[src/rtl/i2c_nco_regfile.sv]
// I2C slave register file driving NUM_CH NCO channel configs through shadow registers.
// Commit lands one clk after STOP detection; SDA updates ~3 clk after each synchronised SCL edge.
module i2c_nco_regfile #(
  parameter logic [6:0] I2C_ADDR = 7'b1101010,
  parameter int         NUM_CH   = 2,
  parameter int         FREQ_W   = 64,
  parameter int         DUTY_W   = 12
) (
  input  logic                     clk,
  input  logic                     rst,
  input  logic                     scl,
  input  logic                     sda_in,
  output logic                     sda_oe,
  output logic [NUM_CH-1:0]        ch_enable,
  output logic [2*NUM_CH-1:0]      ch_wave,
  output logic [FREQ_W*NUM_CH-1:0] ch_freq,
  output logic [DUTY_W*NUM_CH-1:0] ch_duty,
  output logic [NUM_CH-1:0]        cfg_update,
  output logic                     busy
);

  localparam int         CH_W     = (NUM_CH > 1) ? $clog2(NUM_CH) : 1;
  localparam logic [8:0] MAP_END  = 9'(NUM_CH * 16);
  localparam logic [7:0] PTR_LAST = 8'(NUM_CH * 16 - 1);

  localparam logic [3:0] S_IDLE     = 4'd0;
  localparam logic [3:0] S_ADDR     = 4'd1;
  localparam logic [3:0] S_ADDR_ACK = 4'd2;
  localparam logic [3:0] S_PTR      = 4'd3;
  localparam logic [3:0] S_PTR_ACK  = 4'd4;
  localparam logic [3:0] S_WR       = 4'd5;
  localparam logic [3:0] S_WR_ACK   = 4'd6;
  localparam logic [3:0] S_RD       = 4'd7;
  localparam logic [3:0] S_RD_ACK   = 4'd8;
  localparam logic [3:0] S_IGNORE   = 4'd9;

  // [0],[1] synchroniser, [2] history; idle-high reset avoids a false START
  logic [2:0] scl_q, sda_q;

  always_ff @(posedge clk or negedge rst) begin
    if (!rst) begin
      scl_q <= 3'b111;
      sda_q <= 3'b111;
    end else begin
      scl_q <= {scl_q[1:0], scl};
      sda_q <= {sda_q[1:0], sda_in};
    end
  end

  logic sda_s, scl_rise, scl_fall, start_c, stop_c;
  assign sda_s    = sda_q[1];
  assign scl_rise = scl_q[1] & ~scl_q[2];
  assign scl_fall = ~scl_q[1] & scl_q[2];
  assign start_c  = scl_q[1] & scl_q[2] & sda_q[2] & ~sda_q[1];
  assign stop_c   = scl_q[1] & scl_q[2] & ~sda_q[2] & sda_q[1];

  logic [3:0]        state;
  logic [3:0]        bit_cnt;
  logic [7:0]        sr;
  logic [7:0]        tx;
  logic [7:0]        ptr;
  logic              rw;
  logic              commit_go;

  logic [2:0]        sh_ctrl [NUM_CH];
  logic [FREQ_W-1:0] sh_freq [NUM_CH];
  logic [DUTY_W-1:0] sh_duty [NUM_CH];
  logic [NUM_CH-1:0] sh_dirty;
  logic [2:0]        cm_ctrl [NUM_CH];
  logic [FREQ_W-1:0] cm_freq [NUM_CH];
  logic [DUTY_W-1:0] cm_duty [NUM_CH];

  logic [3:0]        off;
  logic [CH_W-1:0]   ch_sel;
  logic              mapped;
  logic [7:0]        ptr_inc;
  logic              wr_en;

  assign off     = ptr[3:0];
  assign ch_sel  = ptr[4 +: CH_W];
  assign mapped  = {1'b0, ptr} < MAP_END;
  assign ptr_inc = (ptr == PTR_LAST) ? 8'd0 : ptr + 8'd1;
  assign wr_en   = (state == S_WR) && scl_fall && (bit_cnt == 4'd8) && !start_c && !stop_c;

  // Byte lanes are built on 64/16-bit views so bytes above FREQ_W/DUTY_W read 0 and truncate on write
  logic [7:0]  rd_byte;
  logic [63:0] fw;
  logic [15:0] dw;
  logic [6:0]  fsh;
  logic [3:0]  dsh;

  always_comb begin
    rd_byte = 8'd0;
    fw      = 64'd0;
    dw      = 16'd0;
    fsh     = {off - 4'd1, 3'b000};
    dsh     = {off[1], 3'b000};
    if (mapped) begin
      fw = 64'(sh_freq[ch_sel]);
      dw = 16'(sh_duty[ch_sel]);
      if (off == 4'd0)
        rd_byte = {5'd0, sh_ctrl[ch_sel]};
      else if (off <= 4'd8)
        rd_byte = 8'(fw >> fsh);
      else if (off <= 4'd10)
        rd_byte = 8'(dw >> dsh);
      fw = (fw & ~(64'hFF << fsh)) | ({56'd0, sr} << fsh);
      dw = (dw & ~(16'hFF << dsh)) | ({8'd0, sr} << dsh);
    end
  end

  always_ff @(posedge clk or negedge rst) begin
    if (!rst) begin
      state     <= S_IDLE;
      bit_cnt   <= 4'd0;
      sr        <= 8'd0;
      tx        <= 8'd0;
      ptr       <= 8'd0;
      rw        <= 1'b0;
      sda_oe    <= 1'b0;
      busy      <= 1'b0;
      commit_go <= 1'b0;
    end else begin
      commit_go <= 1'b0;
      if (start_c) begin
        state   <= S_ADDR;
        bit_cnt <= 4'd0;
        sda_oe  <= 1'b0;
        busy    <= 1'b1;
      end else if (stop_c) begin
        state     <= S_IDLE;
        sda_oe    <= 1'b0;
        busy      <= 1'b0;
        commit_go <= |sh_dirty;
      end else begin
        case (state)
          S_ADDR, S_PTR, S_WR: begin
            if (scl_rise) begin
              sr      <= {sr[6:0], sda_s};
              bit_cnt <= bit_cnt + 4'd1;
            end else if (scl_fall && bit_cnt == 4'd8) begin
              if (state == S_ADDR) begin
                if (sr[7:1] == I2C_ADDR) begin
                  state  <= S_ADDR_ACK;
                  sda_oe <= 1'b1;
                  rw     <= sr[0];
                end else begin
                  state <= S_IGNORE;
                end
              end else if (state == S_PTR) begin
                ptr    <= sr;
                state  <= S_PTR_ACK;
                sda_oe <= 1'b1;
              end else begin
                ptr    <= ptr_inc;
                state  <= S_WR_ACK;
                sda_oe <= 1'b1;
              end
            end
          end
          S_ADDR_ACK: begin
            if (scl_fall) begin
              bit_cnt <= 4'd0;
              if (rw) begin
                state  <= S_RD;
                tx     <= rd_byte;
                sda_oe <= ~rd_byte[7];
              end else begin
                state  <= S_PTR;
                sda_oe <= 1'b0;
              end
            end
          end
          S_PTR_ACK, S_WR_ACK: begin
            if (scl_fall) begin
              state   <= S_WR;
              bit_cnt <= 4'd0;
              sda_oe  <= 1'b0;
            end
          end
          S_RD: begin
            if (scl_rise) begin
              bit_cnt <= bit_cnt + 4'd1;
            end else if (scl_fall) begin
              if (bit_cnt == 4'd8) begin
                state  <= S_RD_ACK;
                sda_oe <= 1'b0;
              end else begin
                tx     <= {tx[6:0], 1'b0};
                sda_oe <= ~tx[6];
              end
            end
          end
          S_RD_ACK: begin
            // Pointer advances at the ACK sample so the following fall already sees the next byte
            if (scl_rise) begin
              if (!sda_s) ptr <= ptr_inc;
              else        state <= S_IGNORE;
            end else if (scl_fall) begin
              state   <= S_RD;
              bit_cnt <= 4'd0;
              tx      <= rd_byte;
              sda_oe  <= ~rd_byte[7];
            end
          end
          default: ;
        endcase
      end
    end
  end

  always_ff @(posedge clk or negedge rst) begin
    if (!rst) begin
      sh_dirty   <= '0;
      cfg_update <= '0;
      for (int c = 0; c < NUM_CH; c++) begin
        sh_ctrl[c] <= '0;
        sh_freq[c] <= '0;
        sh_duty[c] <= '0;
        cm_ctrl[c] <= '0;
        cm_freq[c] <= '0;
        cm_duty[c] <= '0;
      end
    end else begin
      cfg_update <= '0;
      if (commit_go) begin
        sh_dirty <= '0;
        for (int c = 0; c < NUM_CH; c++) begin
          if (sh_dirty[c]) begin
            cm_ctrl[c]    <= sh_ctrl[c];
            cm_freq[c]    <= sh_freq[c];
            cm_duty[c]    <= sh_duty[c];
            cfg_update[c] <= {sh_ctrl[c], sh_freq[c], sh_duty[c]} !=
                             {cm_ctrl[c], cm_freq[c], cm_duty[c]};
          end
        end
      end
      if (wr_en && mapped) begin
        if (off == 4'd0) begin
          sh_ctrl[ch_sel]  <= sr[2:0];
          sh_dirty[ch_sel] <= 1'b1;
        end else if (off <= 4'd8) begin
          sh_freq[ch_sel]  <= FREQ_W'(fw);
          sh_dirty[ch_sel] <= 1'b1;
        end else if (off <= 4'd10) begin
          sh_duty[ch_sel]  <= DUTY_W'(dw);
          sh_dirty[ch_sel] <= 1'b1;
        end
      end
    end
  end

  for (genvar c = 0; c < NUM_CH; c++) begin : g_out
    assign ch_enable[c]                    = cm_ctrl[c][0];
    assign ch_wave[2*c +: 2]               = cm_ctrl[c][2:1];
    assign ch_freq[c*FREQ_W +: FREQ_W]     = cm_freq[c];
    assign ch_duty[c*DUTY_W +: DUTY_W]     = cm_duty[c];
  end

endmodule

[config.mk]
export PLATFORM = sky130hd
export DESIGN_NAME = i2c_nco_regfile
export DESIGN_NICKNAME = d
export VERILOG_FILES = /design/src/rtl/i2c_nco_regfile.sv
export SDC_FILE = /design/constraint.sdc
export NUM_CORES = 1
export LEC_CHECK = 0
export BUFFER_PORTS_ARGS = -buffer_cell sky130_fd_sc_hd__buf_2
export CAP_MARGIN = 20
export CELL_PAD_IN_SITES_DETAIL_PLACEMENT = 1
export CELL_PAD_IN_SITES_GLOBAL_PLACEMENT = 1
export CORE_ASPECT_RATIO = 1.5
export CORE_UTILIZATION = 43
export DETAILED_ROUTE_END_ITERATION = 10
export PLACE_DENSITY_LB_ADDON = 0.1
export SETUP_SLACK_MARGIN = 0.1
export SYNTH_ARGS = -nofsm -noshare
export SYNTH_HDL_FRONTEND = slang
export SYNTH_SLANG_ARGS = --single-unit
[constraint.sdc]
create_clock -name clk -period 3.2 [get_ports clk]
set_input_delay 0.64 -clock clk [delete_from_list [all_inputs] [get_ports clk]]
set_output_delay 0.64 -clock clk [all_outputs]
set_load 0.005 [all_outputs]
==> out/qor.yml, run 1 <==
floorplanning:
  die_w_um: 171
  coreArea_um2: 42000
  initial_core_util: 0.437
  dieHeight_um: 255
  rows: 92
  io_pins: 166
  fp.dieArea_um2: 43500
global_routing:
  grt_pass1_wl_mm: 102
  grt_pass1_vias: 14969
  grt.overflow.total: 0
  grtUsageTotal: 0.329
  grt_antenna_before_repair: 1
  grt_max_degree: 117
worst_hold_path:
  min_from: "sda_in"
  hold_class: "input pin to flip-flop"
  hold_path_end: "sda_q[0]"
  min_path_cells: 1
clock_tree:
  clk_latency_ns: 0.57
  cts_max_level: 2
  cts_made_buffers: 40
  clkSinkCount: 361
  clk_pin_slew_ns: 0.06
  clockRootBuffer: "clkbuf_16"
  cts_resized: 0
  clockBufferDepth: 3
  cts_tree: "done"
placed_design:
  dp_slack_ns: 0.488
  dp_hpwl_mm: 52.3
  dp.cells: 2356
  port_buffers: 165
  gp_congestion: 0.947
  placed_area_um2: 20100
synthesis:
  synth_area_leaders: "dfrtp_1 (48%), mux2_2 (16%), xnor2_1 (4.1%)"
  netlist_area_um2: 18300
  yosysSeqAreaShare: 0.493
  synth_compound_area_frac: 0.105
  yosysWarnings: 0
  synthTopCellsByCount: "dfrtp_1 (355), mux2_2 (254), nand2_1 (179)"
  synth_nets: 1679
  synth_cells: 1663
  ys_ff_latch: 361
  ys.flop_type: "dfrtp_1"
  yosysTopAreaCell: "dfrtp_1"
  synth_edf_count: 0
  async_flop_share: 1.00
  ys_types: 69
  syn_area_per_cell_um2: 11.0
  yosys.area_share.xor_xnor: 0.0754
  synthAdderAreaFrac: 0.00818
  synth.most_common_cell: "dfrtp_1"
  synth_top_family_by_area: "multiplexers"
  synth-simple-area-share: 0.101
  synth_top_area_frac: 0.484
  synthMuxAreaShare: 0.188
layout:
  area_delta_synth_final_pct: 16.6
  drive_gt1_frac: 0.306
  fin_area_um2: 21400
  instances_no_fill: 2429
  fin_util: 0.509
  final_nets: 1852
pwr:
  p_leak_nw: 10.6
  power-per-cell-area_nw_per_um2: 654
  total_power_mw: 14.0
  ir_drop_uv: 369
critical_path:
  worst-r2r-setup-slack_ns: 0.46
  crit_arrival_ns: 3.22
  crit_type: "flip-flop to flip-flop"
  r2r_start: "ptr[1]"
  startpoint_type: "flip-flop"
  cp_max_fo: 9
  required_ns: 3.67
  r2r_cells: 8
  cp-end-kind: "flip-flop"
  r2r-end: "sh_freq[73]"
routing:
  drc: 0
  drt_iter0_markers: 790
  ant_nets: 0
  wl_mm: 69.6
  drtPass1Iterations: 5
  wl_per_cell_um: 28.6
  via_count: 14152
  vias_per_cell: 5.83
run_status:
  status: "complete, no violations"
timing:
  fin_tns_setup_ns: 0
  finClkSkew_ns: 0.0232
  fmax_mhz: 364
  rsz0062_at_grt: "false"
  worstMarginPinSlew_ns: 1.03
  report.final.setup_viol: 0
  layout_min_cycle_time_ns: 2.74
  min_period_over_period: 0.858
  finalHoldViolations: 0
  slew_headroom: 0.317
  worst_slack_ns: 0.455
  slew_viol_final: 0
  whs_ns: 0.188
run:
  maxCapViolations: 0
## kinds of logic after synthesis
| group | after synthesis |
|---|---|
| AO/OA/AOI/OAI | 310 |
| AND/OR/NAND/NOR | 390 |
| multiplexers | 307 |
| buffers and inverters | 125 |
| flip-flops | 361 |
| XOR/XNOR | 158 |
| adder cells (fa/ha/maj) | 12 |
## report_power, final
| group | leakage, nW | internal, mW | switching (mW) | total (mW) |
|---|---|---|---|---|
| logic | 4.95 | 1.37 | 2.90 | 4.28 |
| registers | 4.99 | 4.72 | 0.333 | 5.05 |
| clock network | 0.628 | 2.68 | 1.98 | 4.66 |
## registers in the layout (all words and copies together) (netlist names), 2 cells and up
signal      count
bit_cnt         4
cfg_update      2
ch_duty        24
ch_enable       2
ch_freq       128
ch_wave         4
ptr             8
scl_q           3
sda_q           3
sh_ctrl         6
sh_dirty        2
sh_duty        24
sh_freq       128
sr              8
state           4
tx              7
## area by class of cell
class                           count  area (um^2)
Fill cell                        4567        20600
Tap cell                          564          706
Sequential cell                   361         9040
Inverter                           22         82.6
Multi-Input combinational cell   1177         8800
Clock buffer                       63         1170
Timing Repair Buffer              234         1470
Antenna cell                        1         2.50
Clock inverter                      7          121
## worst max-delay path, cell delays in order, from the launching register on
cell and delay (ns):
dfrtp_1 0.36, clkinv_1 0.09, ha_1 0.23, ha_1 0.40
o41a_1 0.19, nand2_1 0.20, nor2_1 0.71, a32oi_1 0.25
o21ai_0 0.24
## metal layers
| metal | track usage | up-vias | routed length, um |
|---|---|---|---|
| met5 | 0 | - | 0 |
| met4 | 0.195 | 0 | 4500 |
| met3 | 0.0366 | 139 | 2930 |
| met2 | 0.580 | 395 | 36000 |
| met1 | 0.386 | 7339 | 26100 |
| li1 | - | 6279 | - |
## cells in the final DEF (no fill, tap or decap), types with 6 or more instances in the layout
cell	instances
dfrtp_1	354
mux2_2	254
nand2_1	177
buf_2	165
o21ai_0	131
xnor2_1	86
xor2_1	72
nor2_1	66
buf_4	58
mux2i_1	48
clkbuf_16	40
a21oi_1	37
nand4_1	27
a32oi_1	25
nor4_1	24
inv_1	20
o22ai_1	20
nor3_1	18
o21ai_1	17
o22a_1	16
nand3_1	15
clkbuf_1	15
ha_1	12
a22oi_1	11
a31oi_1	10
and2_1	9
o2bb2ai_1	9
buf_12	9
clkbuf_8	8
nand2b_1	7
o31ai_1	7
nor2b_1	6
or3_1	6
dfstp_2	6
## how the worst max path moves through the flow
stage | from | end | slack, ns | cells past startpoint
2_1_floorplan | ptr[1] | sda_oe | 0.20 | 9
3_5_place_dp | scl_q[2] | sh_freq[98] | 0.49 | 8
3_3_place_gp | scl_q[2] | sh_freq[65] | 0.52 | 8
4_1_cts | scl_q[2] | sh_freq[73] | 0.46 | 7
5_1_grt | scl_q[2] | sh_freq[73] | 0.25 | 7
6_report | ptr[1] | sh_freq[73] | 0.46 | 8
## repair_timing
item / 4_1_cts / 5_1_grt
hold buffers: 1 / 0
endpoints found under the hold margin: 37 / 0
setup buffers: 0 / 0
Note: power is estimated with default switching activity, not from simulation.
==> run 2, diff against run 1 <==
--- a/config.mk
+++ b/config.mk
@@ -12,7 +12,7 @@
 export CORE_ASPECT_RATIO = 1.5
 export CORE_UTILIZATION = 43
 export DETAILED_ROUTE_END_ITERATION = 10
-export PLACE_DENSITY_LB_ADDON = 0.1
+export PLACE_DENSITY_LB_ADDON = 0.3
 export SETUP_SLACK_MARGIN = 0.1
 export SYNTH_ARGS = -nofsm -noshare
 export SYNTH_HDL_FRONTEND = slang
==> run 2 against run 1 <==
  * Hold slack worse by 0.041 ns
  * Utilization hardly changed
  * Clock power is 1% higher
  * First-iteration DRC count rose by 12%
  * Highest routed layer unchanged
  * Sequential share of layout area is essentially flat
  * Sequential power barely moved
  * Clock-buffer cell count is 7 lower
  * Maximum frequency decreased by 6.3%
==> out/qor.yml, run 2 (synthesis gave the netlist of run 1 again) <==
layout:
  register_area_um2: 9040  # unchanged
  fin_area_um2: 21400  # about the same
  most-common-layout-cells: "dfrtp_1 (354), mux2_2 (254), nand2_1 (177)"
  diodes: 0  # -1
  drive_gt1_frac: 0.308  # +0.00173
  fin_util: 0.509  # about the same
  fill_cells: 4610  # +0.94%
  final_nets: 1848  # -0.22%
  area_delta_synth_final_pct: 16.6  # about the same
  multi_input_area_um2: 8790  # about the same
  final_common_cell: "dfrtp_1"
pwr:
  p_leak_nw: 10.6  # about the same
  power-per-cell-area_nw_per_um2: 657  # +0.48%
  ir_drop_uv: 385  # +4.5%
floorplanning:
  die_w_um: 171  # unchanged
  io_pins: 166  # unchanged
  fp.dieArea_um2: 43500  # unchanged
  dieHeight_um: 255  # unchanged
  rows: 92  # unchanged
  coreArea_um2: 42000  # unchanged
  initial_core_util: 0.437  # unchanged
global_routing:
  grtUsageTotal: 0.323  # -0.00672
  grt.overflow.total: 0  # unchanged
  grt_pass1_wl_mm: 102  # -0.36%
  grt_pass1_vias: 15587  # +4.1%
  grt_max_degree: 117  # unchanged
  grt_antenna_before_repair: 0  # -1
clock_tree:
  cts_setup_buffers: 0  # unchanged
  cts_made_buffers: 39  # -2.5%
  clk_pin_slew_ns: 0.06  # about the same
  cts_max_level: 2  # unchanged
  clkSinkCount: 361  # unchanged
  cts_resized: 0  # unchanged
  cts_hold_buffers: 0  # -1
  clockRootBuffer: "clkbuf_16"
  cts_tree: "done"
  clockBufferDepth: 3  # unchanged
  clk_latency_ns: 0.55  # -0.02 ns
critical_path:
  cp-end-kind: "flip-flop"
  endpoint: "sh_freq[109]"
  worst-r2r-setup-slack_ns: 0.27  # -0.18 ns
  crit_type: "flip-flop to flip-flop"
  r2r_start: "scl_q[2]"
  crit_start: "scl_q[2]"
  startpoint_type: "flip-flop"
  crit_arrival_ns: 3.35  # +0.13 ns
  r2r-end: "sh_freq[109]"
  r2r_cells: 8  # unchanged
  cp_max_fo: 57  # +48
  required_ns: 3.62  # -0.05 ns
placed_design:
  dp_hpwl_mm: 50.2  # -4.0%
  dp_slack_ns: 0.309  # -0.179 ns
  gp_congestion: 0.938  # -0.93%
  port_buffers: 165  # unchanged
  placed_area_um2: 20100  # -0.11%
timing:
  whs_ns: 0.147  # -0.0406 ns
  slew_viol_final: 0  # unchanged
  worstMarginPinSlew_ns: 1.05  # +0.0271 ns
  fin_tns_setup_ns: 0  # unchanged
  worst_slack_ns: 0.272  # -0.183 ns
  report.final.setup_viol: 0  # unchanged
  fmax_mhz: 342  # -6.3%
  layout_min_cycle_time_ns: 2.93  # +0.183 ns
  rsz0062_at_grt: "false"
  slew_headroom: 0.298  # -0.0181
  finalHoldViolations: 0  # unchanged
  min_period_over_period: 0.915  # +0.0572
  finClkSkew_ns: 0.0211  # -0.00216 ns
run_status:
  status: "complete, no violations"
routing:
  drtPass1Iterations: 6  # +1
  drt_iter0_markers: 881  # +12%
  drc: 0  # unchanged
  wl_mm: 68.4  # -1.7%
  vias_per_cell: 5.97  # +2.5%
  via_count: 14470  # +2.2%
  ant_nets: 0  # unchanged
  wl_per_cell_um: 28.2  # -1.5%
run:
  maxCapViolations: 0  # unchanged
worst_hold_path:
  hold_class: "input pin to asynchronous set/reset pin"
run 2: worst min path at each step:
| stage | from | endpoint | slack [ns] | depth (start not counted) |
|---|---|---|---|---|
| after global routing | sda_in | sda_q[0] | 0.18 | 1 |
| after detailed placement | sda_q[0] | sda_q[1] | 0.35 | 0 |
| after global placement | sda_q[0] | sda_q[1] | 0.35 | 0 |
| final | rst | sh_freq[68] | 0.15 | 1 |
| after CTS | rst | sh_freq[13] | 0.16 | 1 |
| after floorplan | rst | bit_cnt[0] | 0.34 | 0 |
run 2: through the flow:
stage	total power [mW]	std cells
final	14.1	2424
after CTS	14.0	2423
after global routing	14.5	2424
after global placement	9.26	2354
after floorplan	7.55	1663
after detailed placement	9.32	2354
run 2: worst max-delay path, cell delays in order (launching register included):
cell and delay (ns):
dfstp_2 0.55, ha_1 0.26, nand4b_1 0.21, a211oi_2 0.33, nand4b_2 0.23, or3_4 0.72
buf_12 0.29, nand2_1 0.09, o21ai_0 0.10
run 2: layout make-up:
type,instances,share of cell area
flip-flops and latches,361,0.423
multi-input cells,1177,0.411
repair buffers,231,0.0681
clock buffers,56,0.0529
well taps,564,0.0330
clock inverters,13,0.00871
inverters,22,0.00386
run 2: report_power, final:
| group | leakage, nW | total (mW) | switching [mW] | internal [mW] |
|---|---|---|---|---|
| logic | 4.94 | 4.30 | 2.94 | 1.37 |
| clock network | 0.646 | 4.71 | 1.92 | 2.79 |
| registers | 4.99 | 5.04 | 0.326 | 4.72 |
| total | 10.6 | 14.1 | 5.19 | 8.88 |
run 2: layer usage:
metal	share of wire	wire (um)	GRT usage	vias to the layer above
li1	-	-	-	6275
met1	0.37	25400	0.373	7572
met2	0.51	34700	0.560	458
met3	0.042	2870	0.0332	165
met4	0.079	5390	0.224	0
met5	0	0	0	-
